File: src/rtl/periph_bus_pkg.sv
// Shared definitions for the peripheral register bus: opcodes, PIA register
// map, POLL status codes and the bus-master state encoding.
package periph_bus_pkg;

    // Command opcodes carried in byte0[7:6]
    localparam logic [1:0] OP_READ  = 2'b00;
    localparam logic [1:0] OP_WRITE = 2'b01;
    localparam logic [1:0] OP_POLL  = 2'b10;
    localparam logic [1:0] OP_RSVD  = 2'b11;

    // PIA register addresses
    localparam logic [6:0] SWCHA  = 7'h00;
    localparam logic [6:0] SWACNT = 7'h01;
    localparam logic [6:0] SWCHB  = 7'h02;
    localparam logic [6:0] SWBCNT = 7'h03;
    localparam logic [6:0] INTIM  = 7'h04;
    localparam logic [6:0] INSTAT = 7'h05;
    localparam logic [6:0] TIM1T  = 7'h14;
    localparam logic [6:0] TIM8T  = 7'h15;
    localparam logic [6:0] TIM64T = 7'h16;
    localparam logic [6:0] T1024T = 7'h17;

    // POLL status byte
    localparam logic [7:0] ST_MATCH   = 8'h00;
    localparam logic [7:0] ST_TIMEOUT = 8'hFF;

    typedef enum logic [3:0] {
        S_IDLE,
        S_ADDR,
        S_WDATA,
        S_MASK,
        S_MATCH,
        S_ISSUE,
        S_CAPTURE,
        S_RSP0,
        S_RSP1
    } pbm_state_t;

    // States in which a command byte may be accepted
    function automatic logic takes_cmd(input pbm_state_t s);
        return (s == S_IDLE) || (s == S_ADDR) || (s == S_WDATA) ||
               (s == S_MASK) || (s == S_MATCH);
    endfunction

endpackage

File: src/rtl/periph_bus_master.sv
// Byte-command initiator for the peripheral register bus.
//
// state     | meaning
// ----------+----------------------------------------------------------
// S_IDLE    | waiting for opcode byte; reserved opcode is dropped here
// S_ADDR    | waiting for address byte
// S_WDATA   | WRITE: waiting for write-data byte
// S_MASK    | POLL: waiting for mask byte
// S_MATCH   | POLL: waiting for match byte
// S_ISSUE   | bus strobe cycle
// S_CAPTURE | cycle after a read strobe; dat_i registered, poll count++
// S_RSP0    | first response byte (READ data or POLL status)
// S_RSP1    | POLL only: last data read
module periph_bus_master #(
    parameter int unsigned POLL_MAX = 255
) (
    input  logic       clk_i,
    input  logic       rst_i,
    input  logic       cmd_valid_i,
    output logic       cmd_ready_o,
    input  logic [7:0] cmd_data_i,
    output logic       rsp_valid_o,
    input  logic       rsp_ready_i,
    output logic [7:0] rsp_data_o,
    output logic       stb_o,
    output logic       we_o,
    output logic [6:0] adr_o,
    output logic [7:0] dat_o,
    input  logic [7:0] dat_i,
    output logic       busy_o
);

    import periph_bus_pkg::*;

    localparam logic [15:0] W_POLL_MAX = 16'(POLL_MAX);

    pbm_state_t r_state;
    pbm_state_t w_state_nxt;

    // Command shadow registers; r_wdat holds write data or the POLL mask
    logic [1:0]  r_op;
    logic [1:0]  w_op_nxt;
    logic [6:0]  r_adr;
    logic [6:0]  w_adr_nxt;
    logic [7:0]  r_wdat;
    logic [7:0]  w_wdat_nxt;
    logic [7:0]  r_match;
    logic [7:0]  w_match_nxt;

    logic [7:0]  r_rdata;
    logic [7:0]  r_status;
    logic [15:0] r_cnt;
    logic [15:0] w_cnt_inc;
    logic        w_hit;
    logic        w_ready;
    logic        w_accept;

    logic        r_stb;
    logic        r_we;
    logic [6:0]  r_bus_adr;
    logic [7:0]  r_bus_dat;

    assign w_ready   = takes_cmd(r_state);
    assign w_accept  = cmd_valid_i & w_ready;
    assign w_cnt_inc = r_cnt + 16'd1;
    assign w_hit     = ((dat_i & r_wdat) == r_match);

    // Next-state and next shadow-register values
    always_comb begin
        w_state_nxt = r_state;
        w_op_nxt    = r_op;
        w_adr_nxt   = r_adr;
        w_wdat_nxt  = r_wdat;
        w_match_nxt = r_match;
        case (r_state)
            S_IDLE: begin
                if (w_accept) begin
                    w_op_nxt    = cmd_data_i[7:6];
                    w_state_nxt = (cmd_data_i[7:6] == OP_RSVD) ? S_IDLE : S_ADDR;
                end
            end
            S_ADDR: begin
                if (w_accept) begin
                    w_adr_nxt = cmd_data_i[6:0];
                    case (r_op)
                        OP_WRITE: w_state_nxt = S_WDATA;
                        OP_POLL:  w_state_nxt = S_MASK;
                        default:  w_state_nxt = S_ISSUE;
                    endcase
                end
            end
            S_WDATA: begin
                if (w_accept) begin
                    w_wdat_nxt  = cmd_data_i;
                    w_state_nxt = S_ISSUE;
                end
            end
            S_MASK: begin
                if (w_accept) begin
                    w_wdat_nxt  = cmd_data_i;
                    w_state_nxt = S_MATCH;
                end
            end
            S_MATCH: begin
                if (w_accept) begin
                    w_match_nxt = cmd_data_i;
                    w_state_nxt = S_ISSUE;
                end
            end
            S_ISSUE: begin
                w_state_nxt = (r_op == OP_WRITE) ? S_IDLE : S_CAPTURE;
            end
            S_CAPTURE: begin
                if (r_op != OP_POLL) begin
                    w_state_nxt = S_RSP0;
                end else if (w_hit || (w_cnt_inc == W_POLL_MAX)) begin
                    w_state_nxt = S_RSP0;
                end else begin
                    w_state_nxt = S_ISSUE;
                end
            end
            S_RSP0: begin
                if (rsp_ready_i) begin
                    w_state_nxt = (r_op == OP_POLL) ? S_RSP1 : S_IDLE;
                end
            end
            S_RSP1: begin
                if (rsp_ready_i) begin
                    w_state_nxt = S_IDLE;
                end
            end
            default: w_state_nxt = S_IDLE;
        endcase
    end

    // State and command shadow registers
    always_ff @(posedge clk_i) begin
        if (rst_i) begin
            r_state <= S_IDLE;
            r_op    <= OP_READ;
            r_adr   <= '0;
            r_wdat  <= '0;
            r_match <= '0;
        end else begin
            r_state <= w_state_nxt;
            r_op    <= w_op_nxt;
            r_adr   <= w_adr_nxt;
            r_wdat  <= w_wdat_nxt;
            r_match <= w_match_nxt;
        end
    end

    // Read capture, poll counter and POLL status; match wins over timeout
    always_ff @(posedge clk_i) begin
        if (rst_i) begin
            r_rdata  <= '0;
            r_status <= ST_MATCH;
            r_cnt    <= '0;
        end else if (r_state == S_IDLE) begin
            r_cnt <= '0;
        end else if (r_state == S_CAPTURE) begin
            r_rdata  <= dat_i;
            r_cnt    <= w_cnt_inc;
            r_status <= w_hit ? ST_MATCH : ST_TIMEOUT;
        end
    end

    // Registered bus outputs, loaded from the next shadow values so the
    // strobe follows the last command byte by one cycle
    always_ff @(posedge clk_i) begin
        if (rst_i) begin
            r_stb     <= 1'b0;
            r_we      <= 1'b0;
            r_bus_adr <= '0;
            r_bus_dat <= '0;
        end else begin
            r_stb <= (w_state_nxt == S_ISSUE);
            if (w_state_nxt == S_ISSUE) begin
                r_we      <= (w_op_nxt == OP_WRITE);
                r_bus_adr <= w_adr_nxt;
                if (w_op_nxt == OP_WRITE) begin
                    r_bus_dat <= w_wdat_nxt;
                end
            end
        end
    end

    // Response byte mux; zero whenever no response is pending
    always_comb begin
        rsp_data_o = '0;
        case (r_state)
            S_RSP0:  rsp_data_o = (r_op == OP_POLL) ? r_status : r_rdata;
            S_RSP1:  rsp_data_o = r_rdata;
            default: rsp_data_o = '0;
        endcase
    end

    // Strobe and ready are masked by reset so neither can assert during it
    assign stb_o       = r_stb & ~rst_i;
    assign cmd_ready_o = w_ready & ~rst_i;
    assign we_o        = r_we;
    assign adr_o       = r_bus_adr;
    assign dat_o       = r_bus_dat;
    assign rsp_valid_o = (r_state == S_RSP0) || (r_state == S_RSP1);
    assign busy_o      = (r_state != S_IDLE);

endmodule

File: config.mk
export PLATFORM = sky130hd
export DESIGN_NAME = periph_bus_master
export DESIGN_NICKNAME = d
export VERILOG_FILES = /design/src/rtl/periph_bus_pkg.sv /design/src/rtl/periph_bus_master.sv
export SDC_FILE = /design/constraint.sdc
export NUM_CORES = 1
export LEC_CHECK = 0
export CORE_UTILIZATION = 35
export DETAILED_ROUTE_END_ITERATION = 8
export SLEW_MARGIN = 10
export SYNTH_ARGS = -nofsm -noshare
export SYNTH_HDL_FRONTEND = slang
export SYNTH_SLANG_ARGS = --single-unit
export TNS_END_PERCENT = 1
File: constraint.sdc
create_clock -name clk_i -period 4.7 [get_ports clk_i]
set_clock_uncertainty 0.2 [all_clocks]
set_input_delay 0.47 -clock clk_i [delete_from_list [all_inputs] [get_ports clk_i]]
set_output_delay 0.47 -clock clk_i [all_outputs]
set_load 0.005 [all_outputs]
==> flow_summary_export.csv <==
group,metric,value,unit
logic_synthesis,ys_ff_latch,71,
flow_run,drv_cap,0,
die,core_area,0.00982,mm^2
drt,vias,2947,
critical_path,crit_arrival,2.56,ns
logic_synthesis,yosysSeqAreaShare,39.8,%
drt,maxUsedRoutingLayer,"met4",
clock_tree,cts-resized-gates,0,
critical_path,worstSetupPathType,"flip-flop to output pin",
global_routing,grt_usage,16.7,%
clock_tree,cts_tree,"done",
timing,fmax,309,MHz
drt,firstDrtPassIters,4,
drt,post_drt_wl_per_cell,13.9,um
logic_synthesis,syn-num-nets,433,
power_and_ir_drop,power.leakage,0.00163,uW
drt,drc_errors,0,
clock_tree,cts.reportedPaths.clkPinSlew,0.08,ns
critical_path,worstSetupEndpointType,"output pin",
finish,nFillCells,1045,
timing,slew_headroom,56.9,%
clock_tree,cts_hold_buf,0,
logic_synthesis,async_flop_share,0,%
timing,setup_viol,0,
die,io_pins,48,
die,die_h,103,um
timing,finalMaxSlewViolations,0,
clock_tree,numCtsBuffers,9,
logic_synthesis,synth_ff_type,"dfxtp_1",
global_routing,grt_pass1_wl,13700,um
min_path,hold_class,"flip-flop to flip-flop",
placed_design,place_inst,567,
drt,antenna_left,0,
placed_design,hpwl,5840,um
global_routing,grt_overflow,0,
finish,n_antenna_cell,0,
placed_design,gp_congestion,0.919,
critical_path,start_kind,"flip-flop",
clock_tree,htree_levels,3,
drt,wl,8120,um
drt,route.met2.wl,3630,um
drt,met3WireLength,331,um
finish,stdcell_count,583,
die,die_w,103,um
timing,final-hold-violation-count,0,
clock_tree,clk_latency,0.35,ns
global_routing,grt_max_degree,31,
logic_synthesis,yosys_warnings,0,
finish,drive_gt1_share,10.2,%
clock_tree,cts_setup_buffers,0,
logic_synthesis,synth_cells,409,
timing,worstMarginPinSlew,0.643,ns
min_path,hold_depth,2,
critical_path,required,4.03,ns
clock_tree,clk_path_buf_depth,2,
die,num_rows,36,
power_and_ir_drop,vdd_drop_max,0.199,mV
timing,fin_setup_tns,0,ns
finish,final_nets,469,
drt,drt_iter0_markers,146,
clock_tree,cts-root-buf,"clkbuf_8",
placed_design,port_buffers,47,
global_routing,grt_pass1_vias,2814,
die,dieArea,0.0106,mm^2
die,start_util,36.4,%
critical_path,crit_fanout,13,
drt,viasPerCell,5.05,
timing,rsz0062_at_grt,"false",
logic_synthesis,avgSynthCellArea,8.74,um^2
finish,area_growth,20.6,%
drt,m1WireLength,4040,um
global_routing,grt_antenna_before_repair,0,
logic_synthesis,synth-edff-count,0,
timing,finalCritPeriodShare,68.8,%
critical_path,rr_worst_depth,5,
clock_tree,cts_sinks,71,
timing,period_needed,3.23,ns
power_and_ir_drop,p_per_area,364,mW/mm^2
logic_synthesis,ys_types,61,
outcome,outcome,"complete, no violations",
logic_synthesis,synth_area,0.00357,mm^2
==> synth_stat cells, types with 3 or more instances <==
master	number	share of area, %
o31a_1	4	0.98
o21a_1	6	1.3
a211oi_1	3	0.63
xor2_1	9	2.2
nand2b_1	4	0.70
nor2_1	44	4.6
buf_2	4	0.56
dfxtp_1	71	40
nor2b_1	19	3.3
nor4_1	5	0.88
a21o_1	5	1.1
mux2i_1	18	5.0
and3_1	10	1.8
mux2_2	15	4.7
nand3_1	16	2.2
nor3_1	5	0.70
nand2_1	49	5.1
clkbuf_1	13	1.4
o21ai_0	3	0.42
a21oi_1	29	4.1
inv_1	9	0.95
nand4_1	4	0.70
xnor2_1	10	2.5
ha_1	4	1.4
==> registers in the layout, summed over array words and instances, names as in the netlist <==
| register | cells |
|---|---|
| adr_o | 7 |
| r_adr | 7 |
| we_o | 1 |
| r_state | 4 |
| r_cnt | 16 |
| dat_o | 8 |
| r_match | 8 |
| r_wdat | 8 |
| r_stb | 1 |
| r_op | 2 |
| r_rdata | 8 |
| r_status | 1 |
==> metal layers <==
| metal | vias up | track usage [%] |
|---|---|---|
| met2 | 52 | 26.0 |
| met3 | 12 | 5.29 |
| li1 | 1495 | - |
| met1 | 1388 | 22.3 |
| met4 | 0 | 4.77 |
| met5 | - | 0 |
==> critical path, cell delays in order, from the launching register on <==
cell and delay (ns):
dfxtp_1 0.56, and2b_2 0.25, nand3_1 0.10, o21ai_1 0.56
o21a_1 0.23, clkdlybuf4s50_1 0.51
==> cell families (layout without fill, tap and decap cells) <==
kind of cell | after synthesis | count (layout) | synth area share, %
DFF | 71 | 71 | 39.8
and+or+nand+nor | 178 | 178 | 26.4
muxes | 34 | 34 | 10.2
adders and majority gates | 5 | 5 | 1.68
xor gates and xnor gates | 19 | 19 | 4.66
buffers and inverters | 32 | 73 | 3.96
AOI/OAI and AO/OA | 70 | 70 | 13.4
==> layout make-up <==
class / instances / area [um^2] / share of cell area, %
repair buffers: 48 / 473 / 11.0
clock inverters: 7 / 78.8 / 1.83
well taps: 133 / 166 / 3.86
multi-input cells: 306 / 2010 / 46.7
inverters: 9 / 33.8 / 0.784
flip-flops and latches: 71 / 1420 / 33.0
clock buffers: 9 / 124 / 2.88
==> path summary, 6_finish.rpt <==
check             startpoint       endpoint  slack (ns)
hold / removal    r_rdata[3]     r_rdata[3]        0.26
setup reg to reg  r_state[1]       adr_o[2]        1.65
setup / recovery  r_state[2]  rsp_data_o[4]        1.47
hold reg to reg   r_rdata[3]     r_rdata[3]        0.26
==> placed cells by master (no fill, tap or decap), types with 9 or more instances in the layout <==
cell type        netlist  routed
nand3_1               16      16
and3_1                10      10
clkdlybuf4s50_1        0      46
a21oi_1               29      29
nor2b_1               19      19
dfxtp_1               71      71
nor2_1                44      44
mux2i_1               18      18
clkbuf_8               0       9
inv_1                  9       9
xor2_1                 9       9
nand2_1               49      49
mux2_2                15      15
xnor2_1               10      10
==> report_power, final <==
group          switching (uW)  internal [uW]  total, uW
Clock                     253            252        504
Combinational             198            169        366
Sequential               54.4            644        698
==> per-stage QoR <==
| step | power, uW | setup slack, ns | cell area (um^2) | hold WS, ns | util (%) |
|---|---|---|---|---|---|
| finish | 1570 | 1.47 | 4310 | 0.258 | 43.9 |
| global route | 1660 | 1.20 | 4310 | 0.286 | 43.9 |
| CTS | 1590 | 1.45 | 4310 | 0.258 | 43.9 |
| detailed placement | 1080 | 1.57 | 4110 | 0.247 | 41.8 |
| global placement | 1070 | 1.62 | 4110 | 0.243 | 41.8 |
| floorplan | 968 | 2.17 | 3570 | 0.237 | - |
No activity file was read; power rests on OpenSTA's default activity.
==> edit 1 (same settings) <==
Take the reset off `r_adr` and load it in a clocked block of its own.
--- a/src/rtl/periph_bus_master.sv
+++ b/src/rtl/periph_bus_master.sv
@@ -140,3 +140,2 @@
             r_op    <= OP_READ;
-            r_adr   <= '0;
             r_wdat  <= '0;
@@ -146,3 +145,2 @@
             r_op    <= w_op_nxt;
-            r_adr   <= w_adr_nxt;
             r_wdat  <= w_wdat_nxt;
@@ -150,2 +148,6 @@
         end
+    end
+
+    always_ff @(posedge clk_i) begin
+        r_adr <= w_adr_nxt;
     end
Function: no difference found for any inputs over 4 cycles, from zero or initial values and one cycle with rst_i high; that may be too few to reach the edited logic, so the function may still have changed.
==> edit 1 against the original RTL <==
  * Sequential cell count unchanged
  * Register-to-register slack got worse by 0.02 ns
  * Largest power group unchanged
  * Routed wire length grew 4.5%
  * Clock power down 3%
  * Non-clock buffer count rose by 1
  * Power fell by 9.8%
  * Worst setup slack got worse by 0.086 ns
  * Sequential power decreased by 2%
  * Worst hold slack is essentially flat
  * Critical path depth rose by 1
  * Area after synthesis increased by 0.70%
  * Cell area is 0.52% higher
==> edit 1: results (changes against the original RTL) <==
metric;value;unit;change
status;completed;;
Seq/Total Area, Yosys;39.5;%;-0.28 points
Final GP Congestion;0.817;;-11%
fraction of layout cells with a size suffix above 1;10.2;%;+0.017 points
complex-gate fraction of the synthesized area;16.3;%;+2.9 points
Crit Path Max Fanout;14;;+1
WP data arrival;2.65;ns;+0.09 ns
post-synthesis cell count;416;;+1.7%
via count;3044;;+3.3%
Routed WL per cell;14.3;µm;+2.9%
CP delay by family, top;simple AND/OR/NAND/NOR gates;;
GR Util met2;28.5;%;+2.5 points
mux cell area share after synthesis;8.94;%;-1.3 points
met3 wire len;358;µm;+8.2%
first-pass GRT wire length;13.8;mm;+0.90%
Synth area leaders;dfxtp_1 (39%), nand2_1 (6.9%), mux2i_1 (5.3%);;
GRT Total Usage;17.0;%;+0.22 points
fillcell total;966;;-7.6%
switching pwr;0.000403;W;-20%
largest net degree at the start of global routing;26;;-16%
post-route insts no fill;592;;+1.5%
top cells by count, synth;dfxtp_1 (71), nand2_1 (66), nor2_1 (37);;
DR WL met2;4.10;mm;+13%
cts bufs inserted;9;;unchanged
XOR/XNOR share of the synthesized area;3.89;%;-0.76 points
DRT iter0 DRCs;155;;+6.2%
Mapped Nets;440;;+1.6%
Nets;478;;+1.9%
vias in the first global route;2856;;+1.5%
Peak supply drop;0.182;mV;-8.5%
Leakage;1.66;nW;+1.9%
HPWL after DPL;6.12;mm;+4.8%
H-tree levels;3;;unchanged
Slew @ Worst Pin;1.09;ns;+0.448 ns
Cell variety after synth;59;;-3.3%
GR Layer Usage met3;4.30;%;-0.99 points
## edit 1: power groups by stage
stage | Clock, W | Sequential (W) | Combinational (W)
2_1_floorplan | 0 | 0.000681 | 0.000176
3_3_place_gp | 0 | 0.000693 | 0.000241
3_5_place_dp | 0 | 0.000694 | 0.000245
4_1_cts | 0.000504 | 0.000681 | 0.000246
5_1_grt | 0.000528 | 0.000686 | 0.000269
6_report | 0.000490 | 0.000681 | 0.000244
## edit 1: layout make-up
type | instances | area, µm² | area share [%]
multi-input cells | 298 | 1970 | 45.5
flip-flops and latches | 71 | 1420 | 32.8
repair buffers | 49 | 480 | 11.1
well taps | 133 | 166 | 3.84
clock buffers | 10 | 128 | 2.95
inverters | 25 | 93.8 | 2.17
clock inverters | 6 | 68.8 | 1.59
## edit 1: path summary, 6_finish.rpt
check | endpoint | startpoint | slack (ns) | cells past startpoint
setup / recovery | rsp_data_o[4] | r_state[2] | 1.38 | 6
hold reg to reg | r_rdata[2] | r_rdata[2] | 0.26 | 2
hold / removal | r_rdata[2] | r_rdata[2] | 0.26 | 2
setup reg to reg | adr_o[0] | r_state[2] | 1.63 | 6
## edit 1: cell families after synthesis
logic type,count (synthesis)
adders and majority gates,5
and+or+nand+nor,177
muxes,28
xor gates and xnor gates,16
AOI/OAI and AO/OA,72
buffers and inverters,47
DFF,71
## edit 1: through the flow
stage	hold slack [ns]	util, %	setup WS (ns)	cell area (µm²)	total power, W
6_report	0.258	43.9	1.38	4330	0.00141
3_5_place_dp	0.250	41.9	1.63	4130	0.000939
5_1_grt	0.279	43.9	1.20	4330	0.00148
2_1_floorplan	0.237	-	2.25	3600	0.000858
4_1_cts	0.262	43.9	1.38	4330	0.00143
3_3_place_gp	0.248	41.9	1.65	4130	0.000934
==> edit 2 (same flow settings) <==
Without the edit above. `POLL_MAX`: 255 -> 191.
--- a/src/rtl/periph_bus_master.sv
+++ b/src/rtl/periph_bus_master.sv
@@ -14,3 +14,3 @@
 module periph_bus_master #(
-    parameter int unsigned POLL_MAX = 255
+    parameter int unsigned POLL_MAX = 191
 ) (
Function: same outputs for any inputs over 4 cycles, from zero or initial values and one cycle with rst_i high; that may be too few to reach the edited logic, so the function may still have changed.
==> edit 2 against the original RTL <==
  * Power is 0.93% higher
  * Area after synthesis rose by 1.5%
  * Cell count rose by 0.86%
  * Clock power grew 0.8%
  * Worst setup slack got worse by 0.031 ns
  * Cell area increased by 1.6%
  * Register-to-register slack got worse by 0.12 ns
  * Global-route usage fell by 0.34 points
  * Worst hold slack gained 0.0034 ns
  * Sequential cell count stayed put
  * Routed wire length is 3.1% higher
  * Largest cell class unchanged
==> edit 2: results (changes against the original RTL) <==
metric;value;unit;change
largest net degree at the start of global routing;37;;+19%
top cells by count, synth;dfxtp_1 (71), nand2_1 (48), nor2_1 (47);;
Via-to-Cell Ratio;5.09;;+0.76%
worst rel slew slack;49.5;%;-7.4 points
CP delay by family, top;compound AO/OA/AOI/OAI gates;;
number of buffers on the longest clock path;2;;unchanged
DRT iter0 DRCs;174;;+19%
max reg flops;16;;unchanged
Nets;474;;+1.1%
Worst Hold Launch;r_rdata[7];;
Crit Path Max Fanout;14;;+1
clock latency on the worst-skew pair;0.35;ns;about the same
Cell variety after synth;55;;-9.8%
complex-gate fraction of the synthesized area;13.3;%;-0.060 points
mux cell area share after synthesis;12.0;%;+1.8 points
HPWL after DPL;6.12;mm;+4.8%
Final GP Congestion;0.819;;-11%
Leakage;1.71;nW;+4.4%
Synth Area in Adders;1.66;%;-0.025 points
Post-CTS Setup Bufs;0;;unchanged
r2r startpoint;r_state[1];;
post-cts sizing count;0;;unchanged
Peak supply drop;0.199;mV;+0.15%
Largest Register;r_cnt;;
cts bufs inserted;9;;unchanged
DR pass1 iterations;4;;unchanged
Hold Path Class;register to register;;
Routed WL;8.37;mm;+3.1%
slowest stage delay, CP;0.57;ns;
Seq/Total Area, Yosys;39.2;%;-0.59 points
Synth area leaders;dfxtp_1 (39%), mux2_4 (6.2%), mux2i_1 (5.5%);;
Mapped Nets;437;;+0.92%
first-pass GRT wire length;14.3;mm;+4.3%
status;completed;;
Crit-path slowest cell;dfxtp_1;;
XOR/XNOR share of the synthesized area;4.35;%;-0.31 points
GRT Total Usage;16.4;%;-0.34 points
Syn. warnings;0;;unchanged
fraction of layout cells with a size suffix above 1;9.23;%;-0.99 points
n_diodes;0;;unchanged
Critical Path Start;r_state[2];;
vias in the first global route;2914;;+3.6%
clock-pin slew on the worst setup and hold paths;0.08;ns;about the same
initial antenna violation count;0;;unchanged
WP data arrival;2.59;ns;+0.03 ns
Synth async-reset ratio;0;%;unchanged
-- edit 2: cell types whose count changed in the layout (fill, tap and decap cells not counted), sizes merged, moves of 3 or more --
| cell | before | now |
|---|---|---|
| o31a | 4 | 1 |
| nor2 | 44 | 47 |
| a21oi | 30 | 27 |
| and2 | 2 | 5 |
-- edit 2: power by group --
group	total (W)	leakage (nW)	switching [W]	internal, W
sequential	0.000695	0.574	0.0000509	0.000644
clock	0.000508	0.102	0.000255	0.000252
combinational	0.000381	1.03	0.000206	0.000176
-- edit 2: layout make-up --
class,count,area (µm²)
Fill cell,1027,5530
Multi-Input combinational cell,310,2080
Sequential cell,71,1420
Timing Repair Buffer,48,473
Tap cell,133,166
Clock buffer,9,124
Clock inverter,7,80.1
Inverter,10,37.5
-- edit 2: per-stage QoR --
| step | cell area (µm²) | setup WS (ns) | instances |
|---|---|---|---|
| 2_1_floorplan | 3630 | 2.04 | 413 |
| 3_3_place_gp | 4170 | 1.59 | 572 |
| 3_5_place_dp | 4170 | 1.54 | 572 |
| 4_1_cts | 4380 | 1.41 | 588 |
| 5_1_grt | 4380 | 1.21 | 588 |
| 6_report | 4380 | 1.44 | 588 |
-- edit 2: worst register-to-register path, stage by stage, from the launching register on --
cell and delay (ns):
dfxtp_1 0.65, and4bb_2 0.52, nand4_1 0.14, a211o_1 0.32
nor4_4 0.41, a21o_1 0.49, mux2_4 0.34
-- edit 2: worst paths after layout --
kind	end	slack [ns]	depth (start not counted)
max	rsp_data_o[2]	1.44	5
min reg2reg	r_rdata[7]	0.26	2
min	r_rdata[7]	0.26	2
max reg2reg	adr_o[5]	1.53	6
-- edit 2: routing by layer --
metal	vias up	global-route usage [%]	share of wire, %
met5	-	0	0
met4	0	4.08	0.91
met3	8	4.34	4.1
met2	48	27.7	49
met1	1422	20.6	46
li1	1517	-	-
